**config.mk**
```make
export PLATFORM = sky130hd
export DESIGN_NAME = axi_lite_arbiter
export DESIGN_NICKNAME = d
export VERILOG_FILES = /design/src/rtl/axi_lite_arbiter_pkg.sv /design/src/rtl/axi_lite_arbiter_picker.sv /design/src/rtl/axi_lite_arbiter.sv
export SDC_FILE = /design/constraint.sdc
export NUM_CORES = 1
export LEC_CHECK = 0
export BUFFER_PORTS_ARGS = -buffer_cell sky130_fd_sc_hd__buf_4
export CORE_AREA = 2 2 115 117
export DETAILED_ROUTE_END_ITERATION = 8
export DIE_AREA = 0 0 117 119
export PLACE_DENSITY = 0.71
export SLEW_MARGIN = 20
export SYNTH_ARGS = -nofsm -noshare
export SYNTH_HDL_FRONTEND = slang
export SYNTH_HIERARCHICAL = 1
export SYNTH_SLANG_ARGS = --single-unit
```
**constraint.sdc**
```tcl
create_clock -name axi_aclk -period 2.15 [get_ports axi_aclk]
set_input_delay 0.1075 -clock axi_aclk [delete_from_list [all_inputs] [get_ports axi_aclk]]
set_output_delay 0.1075 -clock axi_aclk [all_outputs]
set_load 0.01 [all_outputs]
```
**src/rtl/axi_lite_arbiter_pkg.sv**
```systemverilog
// Shared types and defaults for the HBM register-path AXI-Lite arbiter.
// State encoding, default bus widths and the wrap-around index helper.
package hbm_axi_arb_pkg;

  localparam int AXI_ADDR_W = 11;
  localparam int AXI_DATA_W = 32;

  typedef enum logic [1:0] {
    IDLE    = 2'd0,
    ISSUE   = 2'd1,
    RELEASE = 2'd2
  } arb_state_t;

  // base < n and off <= n, so one subtraction is enough to wrap.
  function automatic int wrap_idx(input int base, input int off, input int n);
    int s;
    s = base + off;
    if (s >= n) s = s - n;
    return s;
  endfunction

endpackage

```
**src/rtl/axi_lite_arbiter_picker.sv**
```systemverilog
// Request picker: round-robin from last_grant+1 with AXI_ARB_ROUND_ROBIN_EN, else lowest index wins.
// Latency: purely combinational. Backpressure: none, grant follows req in the same cycle.
// A zero req vector yields a zero grant and index 0.
module rr_picker
  import hbm_axi_arb_pkg::*;
#(
  parameter int NUM_REQ = 4,
  parameter int IDX_W   = $clog2(NUM_REQ)
) (
  input  logic [NUM_REQ-1:0] req,
  input  logic [IDX_W-1:0]   last_grant,
  output logic [NUM_REQ-1:0] gnt,
  output logic [IDX_W-1:0]   gnt_idx
);

  logic             found;
  logic [IDX_W-1:0] cand;

  always_comb begin
    found   = 1'b0;
    cand    = '0;
    gnt     = '0;
    gnt_idx = '0;
`ifdef AXI_ARB_ROUND_ROBIN_EN
    for (int off = 1; off <= NUM_REQ; off++) begin
      cand = IDX_W'(wrap_idx(int'(last_grant), off, NUM_REQ));
      if (!found && req[cand]) begin
        found   = 1'b1;
        gnt_idx = cand;
      end
    end
`else
    for (int i = 0; i < NUM_REQ; i++) begin
      cand = IDX_W'(i);
      if (!found && req[cand]) begin
        found   = 1'b1;
        gnt_idx = cand;
      end
    end
`endif
    if (found) gnt[gnt_idx] = 1'b1;
  end

`ifndef AXI_ARB_ROUND_ROBIN_EN
  // Fixed priority ignores history; last_grant stays on the port for a uniform interface.
  logic unused_last_grant;
  assign unused_last_grant = ^last_grant;
`endif

endmodule

```
**src/rtl/axi_lite_arbiter.sv**
```systemverilog
// Shares one AXI-Lite master command port among NUM_REQ requesters (AXI_ARB_ROUND_ROBIN_EN selects round robin).
// Latency: req_ready same cycle as req_valid in IDLE, transact next edge, resp_valid 1 cycle after first complete.
// Backpressure: requesters hold req_valid while busy; nothing is queued, the master wait is unbounded.
module axi_lite_arbiter
  import hbm_axi_arb_pkg::*;
#(
  parameter int NUM_REQ = 4,
  parameter int ADDR_W  = AXI_ADDR_W,
  parameter int DATA_W  = AXI_DATA_W
) (
  input  logic                      axi_aclk,
  input  logic                      axi_aresetn,
  input  logic [NUM_REQ-1:0]        req_valid,
  input  logic [NUM_REQ-1:0]        req_we,
  input  logic [NUM_REQ*ADDR_W-1:0] req_addr,
  input  logic [NUM_REQ*DATA_W-1:0] req_wdata,
  output logic [NUM_REQ-1:0]        req_ready,
  output logic [NUM_REQ-1:0]        resp_valid,
  output logic [DATA_W-1:0]         resp_rdata,
  output logic                      busy,
  output logic                      transact,
  output logic                      read_or_write,
  output logic [ADDR_W-1:0]         addr,
  output logic [DATA_W-1:0]         write_data,
  input  logic [DATA_W-1:0]         read_data,
  input  logic                      transaction_complete
);

  localparam int IDX_W = $clog2(NUM_REQ);

  arb_state_t          state_q, state_d;
  logic [IDX_W-1:0]    last_grant_q, last_grant_d;
  logic                rw_q, rw_d;
  logic [ADDR_W-1:0]   addr_q, addr_d;
  logic [DATA_W-1:0]   wdata_q, wdata_d;
  logic [NUM_REQ-1:0]  resp_valid_q, resp_valid_d;
  logic [DATA_W-1:0]   resp_rdata_q, resp_rdata_d;

  logic [NUM_REQ-1:0]  pick_gnt;
  logic [IDX_W-1:0]    pick_idx;

  rr_picker #(
    .NUM_REQ (NUM_REQ),
    .IDX_W   (IDX_W)
  ) u_picker (
    .req        (req_valid),
    .last_grant (last_grant_q),
    .gnt        (pick_gnt),
    .gnt_idx    (pick_idx)
  );

  always_comb begin
    state_d      = state_q;
    last_grant_d = last_grant_q;
    rw_d         = rw_q;
    addr_d       = addr_q;
    wdata_d      = wdata_q;
    resp_valid_d = '0;
    resp_rdata_d = resp_rdata_q;
    req_ready    = '0;
    unique case (state_q)
      IDLE: begin
        if (|req_valid) begin
          req_ready    = pick_gnt;
          last_grant_d = pick_idx;
          rw_d         = req_we[pick_idx];
          addr_d       = req_addr[int'(pick_idx)*ADDR_W +: ADDR_W];
          wdata_d      = req_wdata[int'(pick_idx)*DATA_W +: DATA_W];
          state_d      = ISSUE;
        end
      end
      ISSUE: begin
        // read_data is captured for writes too; the requester ignores it.
        if (transaction_complete) begin
          resp_rdata_d = read_data;
          resp_valid_d = NUM_REQ'(1) << last_grant_q;
          state_d      = RELEASE;
        end
      end
      RELEASE: begin
        // Holding here until complete drops keeps the next transact off a stale complete.
        if (!transaction_complete) state_d = IDLE;
      end
      default: state_d = IDLE;
    endcase
  end

  always_ff @(posedge axi_aclk) begin
    if (!axi_aresetn) begin
      state_q      <= IDLE;
      last_grant_q <= IDX_W'(NUM_REQ - 1);
      rw_q         <= 1'b0;
      addr_q       <= '0;
      wdata_q      <= '0;
      resp_valid_q <= '0;
      resp_rdata_q <= '0;
    end else begin
      state_q      <= state_d;
      last_grant_q <= last_grant_d;
      rw_q         <= rw_d;
      addr_q       <= addr_d;
      wdata_q      <= wdata_d;
      resp_valid_q <= resp_valid_d;
      resp_rdata_q <= resp_rdata_d;
    end
  end

  assign transact      = (state_q == ISSUE);
  assign busy          = (state_q != IDLE);
  assign read_or_write = rw_q;
  assign addr          = addr_q;
  assign write_data    = wdata_q;
  assign resp_valid    = resp_valid_q;
  assign resp_rdata    = resp_rdata_q;

endmodule
```
==> metrics.cfg, run 1 <==
[setup_path]
r2r_end=write_data[26]$_SDFFE_PN0P_
slowest_stage=and3_4
rr_startpoint=state_q[1]$_SDFFE_PN0P_
crit_start=state_q[1]$_SDFFE_PN0P_
r2r_setup_slack_ns=0.44
ff2ff_path_depth=3
critical-path-top-delay-family=simple AND/OR/NAND/NOR gates
path_class=reg2reg
worstPathCellList=nor2_2 > and3_4 > o2bb2ai_1
worst_ep_arrival_time_ns=1.96
required_ns=2.41
crit_path_end_kind=register
critPathLaunchType=register
crit_buf_inv=0
crit_fanout=44
slowest_delay_ns=0.78

[clock_network]
post_cts_buffers=0
htree_levels=3
cts_tree=yes
clockRootBuffer=clkbuf_16
cts_hold_buf=0
clock_latency_ns=0.32
clkTransAtPathRegs_ns=0.06
cts.repair.resized=0
cts.sinks=84
clockBufferDepth=2
numCtsBuffers=9

[sta]
relSlewSlack_pct=48.3
skew_ns=0.00651
tns_ns=0
grt_setup_unrepaired=false
max_slew.worst_pin.slew_ns=0.775
setup_viol=0
timing.fmax_ghz=0.586
holdWs_ns=0.0430
post-route-period-util_pct=79.4
fin_crit_ns=1.71
slew_viol_final=0
hold_viol=0

[floorplanning]
ios=301
fp.dieW_um=117
initial_utilization_pct=34.2
core_mm2=0.0129
die_area_mm2=0.0139
die_y_um=119
core.rowCount=42

[placed_design]
io_buffers=300
hpwl_um=11700
gp_congestion=0.841
placement.cell_area_mm2=0.00679

[yosys]
avgSynthCellArea_um2=11.4
synth_fp_nets=601
yosys_register_bits=84
netlist_top_cells_area=dfxtp_1 38%, mux4_2 22%, o2bb2ai_2 14%, nand2_1 9.3%, a21boi_0 5.4%
synthCells=386
yosysUniqueCellTypes=31
synth_common_cells=109 x nand2_1, 84 x dfxtp_1, 44 x mux4_2
syn_area_mm2=0.00441
async_flop_share_pct=0
yosys_warnings=6
synth-edff-count=0
ys_seq_area_share_pct=38.1
synth_most_common_cell=nand2_1
yosys.area.top_type=dfxtp_1
ys.flop_type=dfxtp_1
synth.top_cell.area_share_pct=38.1

[routing]
drt-total-wl_um=14500
vias=4197
drtIter0Drc=132
ant_nets=0
wl_per_cell_um=17.0
first_pass_iters=5
drc=0
routed_via_density=4.93

[power]
power_frac_seq_pct=38.9
ir_drop_mv=0.387
power_density_mw_per_mm2=643
comb_power_share_pct=27.9
clkPwrFrac_pct=33.1
p_sw_share_pct=26.1
p_leak_uw=0.00304
internal_power_uw=3370
p_sw_uw=1190

[finish]
finalNetCount=885
nFillCells=1141
diodes=0
drive_gt1_share_pct=62.1
area_growth_syn_to_layout_pct=60.9
final_area_mm2=0.00709

[min_path]
hold-path-cell-count=3
min_from=read_data[23]
hold_class=in2reg
hold_end=resp_rdata[23]$_SDFFE_PN0P_

[global_route]
grt.total_usage_pct=20.7
grt_pass1_wl_um=21900
grt_overflow=0
antenna_found_initial=0
grt_max_degree=83
grt_pass1_vias=4379

[status]
status=finished, final reports clean

[job]
cap_violations=0

==> power by group through the flow <==
stage / registers, uW / logic [uW] / clock network (uW)
2_1_floorplan: 1860 / 598 / 0
3_3_place_gp: 1800 / 1260 / 0
3_5_place_dp: 1810 / 1290 / 0
4_1_cts: 1780 / 1290 / 1560
5_1_grt: 1790 / 1370 / 1630
6_report: 1780 / 1270 / 1510
==> per-stage QoR <==
stage	std cells	setup slack [ns]	power (uW)	util, %
after floorplan	386	0.474	2460	-
after global placement	835	0.478	3070	52.8
after detailed placement	835	0.407	3100	52.8
after CTS	851	0.438	4630	55.1
after global routing	851	0.328	4790	55.1
final	851	0.444	4560	55.1
==> tightest hold or removal path, stage by stage <==
cell      delay, ns
buf_4          0.11
nand2_1        0.04
a21boi_0       0.06
==> state kept, by name, indices dropped and copies added, names as in the netlist <==
signal         cells
resp_valid         4
write_data        32
state_q            2
read_or_write      1
addr              11
resp_rdata        32
last_grant_q       2
==> cell families after synthesis <==
family                 Yosys count  synth area share [%]
AND/OR/NAND/NOR                137                  13.4
flip-flops                      84                  38.1
AO/OA/AOI/OAI                   80                  20.4
multiplexers                    44                  22.5
buffers and inverters           40                  5.34
XOR/XNOR                         1                 0.199
==> cell type report <==
class,count,area [um^2],share of cell area (%)
Tap cell,176,220,3.10
Clock buffer,16,302,4.25
Inverter,3,11.3,0.159
Timing Repair Buffer,310,2360,33.3
Sequential cell,84,1680,23.7
Multi-Input combinational cell,262,2510,35.4
==> how the worst max path moves through the flow <==
stage / depth (start not counted) / slack [ns] / to
2_1_floorplan: 6 / 0.47 / addr[0]$_SDFFE_PN0P_
3_3_place_gp: 6 / 0.48 / addr[5]$_SDFFE_PN0P_
3_5_place_dp: 4 / 0.41 / write_data[25]$_SDFFE_PN0P_
4_1_cts: 3 / 0.44 / write_data[23]$_SDFFE_PN0P_
5_1_grt: 3 / 0.33 / write_data[25]$_SDFFE_PN0P_
6_report: 3 / 0.44 / write_data[26]$_SDFFE_PN0P_
==> placed cells by master, fill, tap and decap left out, types with 5 or more instances in the layout <==
cell | Yosys | layout
dfxtp_1 | 84 | 84
o2bb2ai_2 | 40 | 40
clkbuf_8 | 0 | 5
mux4_2 | 44 | 44
a21boi_0 | 32 | 32
clkbuf_16 | 0 | 9
buf_4 | 0 | 307
nand2_1 | 109 | 109
==> layer usage <==
layer	GRT usage [%]	vias to the layer above	wire length, um
met5	0	-	0
met3	4.53	28	884
li1	-	1983	-
met4	8.31	0	432
met1	22.2	1997	5150
met2	38.4	189	8020
Note: power is estimated with default switching activity, not from simulation.
==> run 2: changes to the inputs <==
==> constraint.sdc (replaced) <==
create_clock -name axi_aclk -period 1.7 [get_ports axi_aclk]
set_input_delay 0.085 -clock axi_aclk [delete_from_list [all_inputs] [get_ports axi_aclk]]
set_output_delay 0.085 -clock axi_aclk [all_outputs]
set_load 0.01 [all_outputs]
==> metrics.cfg, run 2 (synthesis results as in run 1) <==
[status]
status=finished, final reports clean  ; unchanged

[floorplanning]
die_y_um=119  ; unchanged
ios=301  ; unchanged
core.rowCount=42  ; unchanged
core_mm2=0.0129  ; unchanged
die_area_mm2=0.0139  ; unchanged
fp.dieW_um=117  ; unchanged
initial_utilization_pct=34.2  ; unchanged

[routing]
ant_nets=0  ; unchanged
routed_via_density=4.88  ; was 4.93
wl_met3_um=903  ; was 884 um
vias=4174  ; was 4,197
wl_per_cell_um=17.1  ; was 17.0 um
drtIter0Drc=139  ; was 132
wl_met2_um=8210  ; was 8020 um
drc=0  ; unchanged
drt-total-wl_um=14600  ; was 14,500 um
first_pass_iters=4  ; was 5
wl_met1_um=4980  ; was 5150 um
topRoutingLayerUsed=met4  ; unchanged

[power]
power_density_mw_per_mm2=818  ; was 643 mW/mm^2
ir_drop_mv=0.402  ; was 0.387 mV
p_leak_uw=0.00307  ; was 0.00304 uW

[clock_network]
cts.sinks=84  ; unchanged
cts_tree=yes  ; unchanged
clkTransAtPathRegs_ns=0.06  ; about the same
clockBufferDepth=2  ; unchanged
cts.repair.resized=0  ; unchanged
clockRootBuffer=clkbuf_16  ; unchanged
post_cts_buffers=0  ; unchanged
clock_latency_ns=0.33  ; was 0.32 ns
numCtsBuffers=9  ; unchanged
htree_levels=3  ; unchanged

[finish]
diodes=0  ; unchanged
final_cell_mix=308 x buf_4, 109 x nand2_1, 84 x dfxtp_1  ; was 307 x buf_4, 109 x nand2_1, 84 x dfxtp_1
drive_gt1_share_pct=62.3  ; was 62.1%
finalNetCount=889  ; was 885
layout_commonest_cell=buf_4  ; unchanged
layoutNonFillerInstCount=855  ; was 851
area_growth_syn_to_layout_pct=62.3  ; was 60.9%

[sta]
slew_viol_final=0  ; unchanged
hold_viol=0  ; unchanged
post-route-period-util_pct=91.8  ; was 79.4%
setup_viol=0  ; unchanged
holdWs_ns=0.0172  ; was 0.0430 ns
fin_crit_ns=1.56  ; was 1.71 ns
tns_ns=0  ; unchanged
max_slew.worst_pin.slew_ns=0.785  ; was 0.775 ns
skew_ns=0.00717  ; was 0.00651 ns
grt_setup_unrepaired=false  ; unchanged
timing.fmax_ghz=0.641  ; was 0.586 GHz
relSlewSlack_pct=47.7  ; was 48.3%

[global_route]
grt_pass1_wl_um=21700  ; was 21,900 um
antenna_found_initial=0  ; unchanged
grt_overflow=0  ; unchanged
grt_pass1_vias=4355  ; was 4,379
grt_max_degree=83  ; unchanged
grt.total_usage_pct=20.7  ; about the same

[min_path]
hold_class=in2reg  ; unchanged

[setup_path]
path_class=reg2reg  ; unchanged
required_ns=1.96  ; was 2.41 ns
crit_fanout=44  ; unchanged
worst_ep_arrival_time_ns=1.82  ; was 1.96 ns
crit_path_end_kind=register  ; unchanged
critPathLaunchType=register  ; unchanged
r2r_setup_slack_ns=0.14  ; was 0.44 ns

[placed_design]
io_buffers=300  ; unchanged
hpwl_um=11800  ; was 11,700 um
gp_congestion=0.834  ; was 0.841
dp.cells=838  ; was 835

[job]
cap_violations=0  ; unchanged

run 2: cell types whose count changed in the layout (fill, tap and decap cells not counted):
cell	previous run	this run
buf_12	3	5
buf_4	307	308
bufinv_16	0	1
clkbuf_1	2	1
clkbuf_8	5	2
clkinv_2	0	2
clkinvlp_4	0	1
dlygate4sd3_1	0	1
run 2: power breakdown:
group	internal, uW	switching, uW	total, uW
Combinational	945	677	1620
Clock	1210	764	1980
Sequential	2150	103	2250
Total	4310	1540	5850
run 2: worst max-delay path, stage by stage (launching register included):
cell and delay (ns):
dfxtp_1 0.36, nor2_2 0.18, and3_4 0.74, o2bb2ai_1 0.20
run 2: what timing repair did:
| action | in CTS | in global routing |
|---|---|---|
| hold endpoints to repair | 1 | 0 |
| hold buffers | 1 | 0 |
| setup endpoints to repair | 0 | 0 |
run 2: cell type report:
class	count	area (um^2)
clock buffer	12	256
clock inverter	4	47.5
fill	1114	5720
inverter	3	11.3
multi-input combinational	262	2510
sequential	84	1680
tap	176	220
timing repair buffer	314	2420
run 2: final timing paths:
path	endpoint	from	cells past startpoint
worst min register to register	resp_valid[2]$_SDFF_PN0_	last_grant_q[0]$_SDFFE_PN1P_	1
worst min-delay path	resp_rdata[23]$_SDFFE_PN0P_	read_data[23]	3
worst max register to register	write_data[26]$_SDFFE_PN0P_	state_q[1]$_SDFFE_PN0P_	3
worst max-delay path	write_data[26]$_SDFFE_PN0P_	state_q[1]$_SDFFE_PN0P_	3
run 2: routing by layer:
layer  global-route usage (%)  vias up
li1                         -     1992
met1                     21.2     1971
met2                     38.6      179
met3                     4.83       32
met4                     10.1        0
met5                        0        -
run 2: metrics by stage:
| stage | power [uW] | setup WS, ns | instance area, um^2 | utilization, % |
|---|---|---|---|---|
| 2_1_floorplan | 3110 | 0.0469 | 4410 | - |
| 3_3_place_gp | 3890 | 0.0809 | 6840 | 53.1 |
| 3_5_place_dp | 3930 | 0.0660 | 6840 | 53.1 |
| 4_1_cts | 5940 | 0.122 | 7150 | 55.6 |
| 5_1_grt | 6140 | 0.0290 | 7150 | 55.6 |
| 6_report | 5850 | 0.140 | 7150 | 55.6 |
==> run 3: changes to the inputs <==
==> constraint.sdc (replaced) <==
create_clock -name axi_aclk -period 1.7 [get_ports axi_aclk]
set_input_delay 0.34 -clock axi_aclk [delete_from_list [all_inputs] [get_ports axi_aclk]]
set_output_delay 0.34 -clock axi_aclk [all_outputs]
set_load 0.01 [all_outputs]
==> metrics.cfg, run 3 (synthesis results as in run 1) <==
[power]
p_sw_share_pct=27.3  ; was 26.4%
internal_power_uw=4480  ; was 4310 uW
power_frac_seq_pct=36.5  ; was 38.5%
p_sw_uw=1680  ; was 1540 uW
comb_power_share_pct=28.1  ; was 27.7%
totalPowerFinal_uw=6160  ; was 5850 uW
ir_drop_mv=0.386  ; was 0.402 mV
p_leak_uw=0.00319  ; was 0.00307 uW
power_density_mw_per_mm2=831  ; was 818 mW/mm^2
clkPwrFrac_pct=35.4  ; was 33.8%

[clock_network]
htree_levels=3  ; unchanged
cts.sinks=84  ; unchanged
clkTransAtPathRegs_ns=0.07  ; was 0.06 ns
clock_latency_ns=0.34  ; was 0.33 ns
cts_tree=yes  ; unchanged
numCtsBuffers=9  ; unchanged
clockBufferDepth=2  ; unchanged
clockRootBuffer=clkbuf_16  ; unchanged
cts_hold_buf=0  ; was 1

[finish]
area_growth_syn_to_layout_pct=68.2  ; was 62.3%
nFillCells=1099  ; was 1,114
drive_gt1_share_pct=63.8  ; was 62.3%
finalNetCount=908  ; was 889
final_area_mm2=0.00741  ; was 0.00715 mm^2
ff_latch_area_mm2=0.00168  ; unchanged
layout_commonest_cell=buf_4  ; unchanged
multi_input_area_mm2=0.00253  ; was 0.00251 mm^2
final_cell_mix=321 x buf_4, 109 x nand2_1, 84 x dfxtp_1  ; was 308 x buf_4, 109 x nand2_1, 84 x dfxtp_1

[placed_design]
gp_congestion=0.812  ; was 0.834
placement.cell_area_mm2=0.00705  ; was 0.00684 mm^2
post-place-ws_ns=-0.191  ; was 0.0660 ns
hpwl_um=12500  ; was 11,800 um
io_buffers=300  ; unchanged

[sta]
hold_viol=0  ; unchanged
timing.fmax_ghz=0.596  ; was 0.641 GHz
grt_setup_unrepaired=false  ; unchanged
max_slew.worst_pin.slew_ns=0.649  ; was 0.785 ns
slew_viol_final=0  ; unchanged
relSlewSlack_pct=56.6  ; was 47.7%
skew_ns=0.00580  ; was 0.00717 ns
fin_crit_ns=1.68  ; was 1.56 ns
post-route-period-util_pct=98.8  ; was 91.8%
setup_viol=0  ; unchanged
fin_ws_ns=0.0209  ; was 0.140 ns

[setup_path]
crit_path_end_kind=output port  ; was register
worst_ep_arrival_time_ns=1.34  ; was 1.82 ns
path_class=in2out  ; was reg2reg
required_ns=1.36  ; was 1.96 ns
critPathLaunchType=input pin  ; was register
crit_fanout=5  ; was 44

[floorplanning]
fp.dieW_um=117  ; unchanged
die_area_mm2=0.0139  ; unchanged
ios=301  ; unchanged
die_y_um=119  ; unchanged
core_mm2=0.0129  ; unchanged
initial_utilization_pct=34.2  ; unchanged
core.rowCount=42  ; unchanged

[routing]
drc=0  ; unchanged
first_pass_iters=4  ; unchanged
drt-total-wl_um=15200  ; was 14,600 um
wl_per_cell_um=17.4  ; was 17.1 um
vias=4330  ; was 4,174
routed_via_density=4.95  ; was 4.88
drtIter0Drc=146  ; was 139
ant_nets=0  ; unchanged

[global_route]
antenna_found_initial=1  ; was 0
grt_max_degree=39  ; was 83
grt_pass1_vias=4502  ; was 4,355
grt_pass1_wl_um=22300  ; was 21,700 um
grt_overflow=0  ; unchanged
grt.total_usage_pct=21.0  ; was 20.7%

[job]
cap_violations=0  ; unchanged

[min_path]
hold_class=in2reg  ; unchanged

[status]
status=finished, final reports clean  ; unchanged

## run 3: cell count changes in the layout (fill, tap and decap cells not counted), sizes merged
cell / before / now
inv: 3 / 6
clkbuf: 12 / 9
buf: 313 / 333
clkinv: 2 / 1
dlygate4sd3: 1 / 0
diode: 0 / 1
bufinv: 1 / 2
## run 3: final cells by class
class                   instances  area share, %
repair buffers                333           35.5
multi-input cells             262           34.2
flip-flops and latches         84           22.7
clock buffers                   9           3.04
well taps                     176           2.97
clock inverters                 7           1.42
inverters                       3          0.152
diodes                          1         0.0338
## run 3: path summary, 6_finish.rpt
path | slack (ns) | endpoint | from | cells after the start
setup / recovery | 0.02 | req_ready[2] | req_valid[1] | 4
hold / removal | 0.26 | resp_rdata[23]$_SDFFE_PN0P_ | read_data[23] | 3
setup reg to reg | 0.13 | write_data[1]$_SDFFE_PN0P_ | state_q[0]$_SDFFE_PN0P_ | 5
hold reg to reg | 0.45 | resp_valid[2]$_SDFF_PN0_ | last_grant_q[0]$_SDFFE_PN1P_ | 1
## run 3: repair_timing
action	CTS	global route
endpoints found under the setup margin	4	4
setup buffers	1	0
cloned	0	0
gates resized for setup	7	0
pin swaps	5	2
## run 3: metrics by stage
stage	util [%]	setup TNS [ns]	cells	hold slack [ns]
after CTS	57.6	0	874	0.247
after global placement	54.8	-6.03	858	0.423
final	57.6	0	875	0.257
after global routing	57.6	0	875	0.260
after floorplan	-	0	386	0.413
after detailed placement	54.8	-7.13	858	0.440
## run 3: worst max-delay path, cell delays in order
cell and delay (ns):
buf_4 0.12, or4_4 0.57, and3_4 0.20, buf_6 0.11
## run 3: power by group through the flow
| stage | Combinational, uW | Sequential, uW | Clock [uW] |
|---|---|---|---|
| after global routing | 1840 | 2270 | 2300 |
| after detailed placement | 1740 | 2290 | 0 |
| after global placement | 1700 | 2280 | 0 |
| after CTS | 1750 | 2250 | 2220 |
| after floorplan | 777 | 2360 | 0 |
| final | 1730 | 2250 | 2180 |
## run 3: layer usage
metal / wire length, um / global-route usage, %
met4: 459 / 8.82
met2: 8380 / 40.2
met1: 5290 / 20.8
met3: 1060 / 5.45
met5: 0 / 0
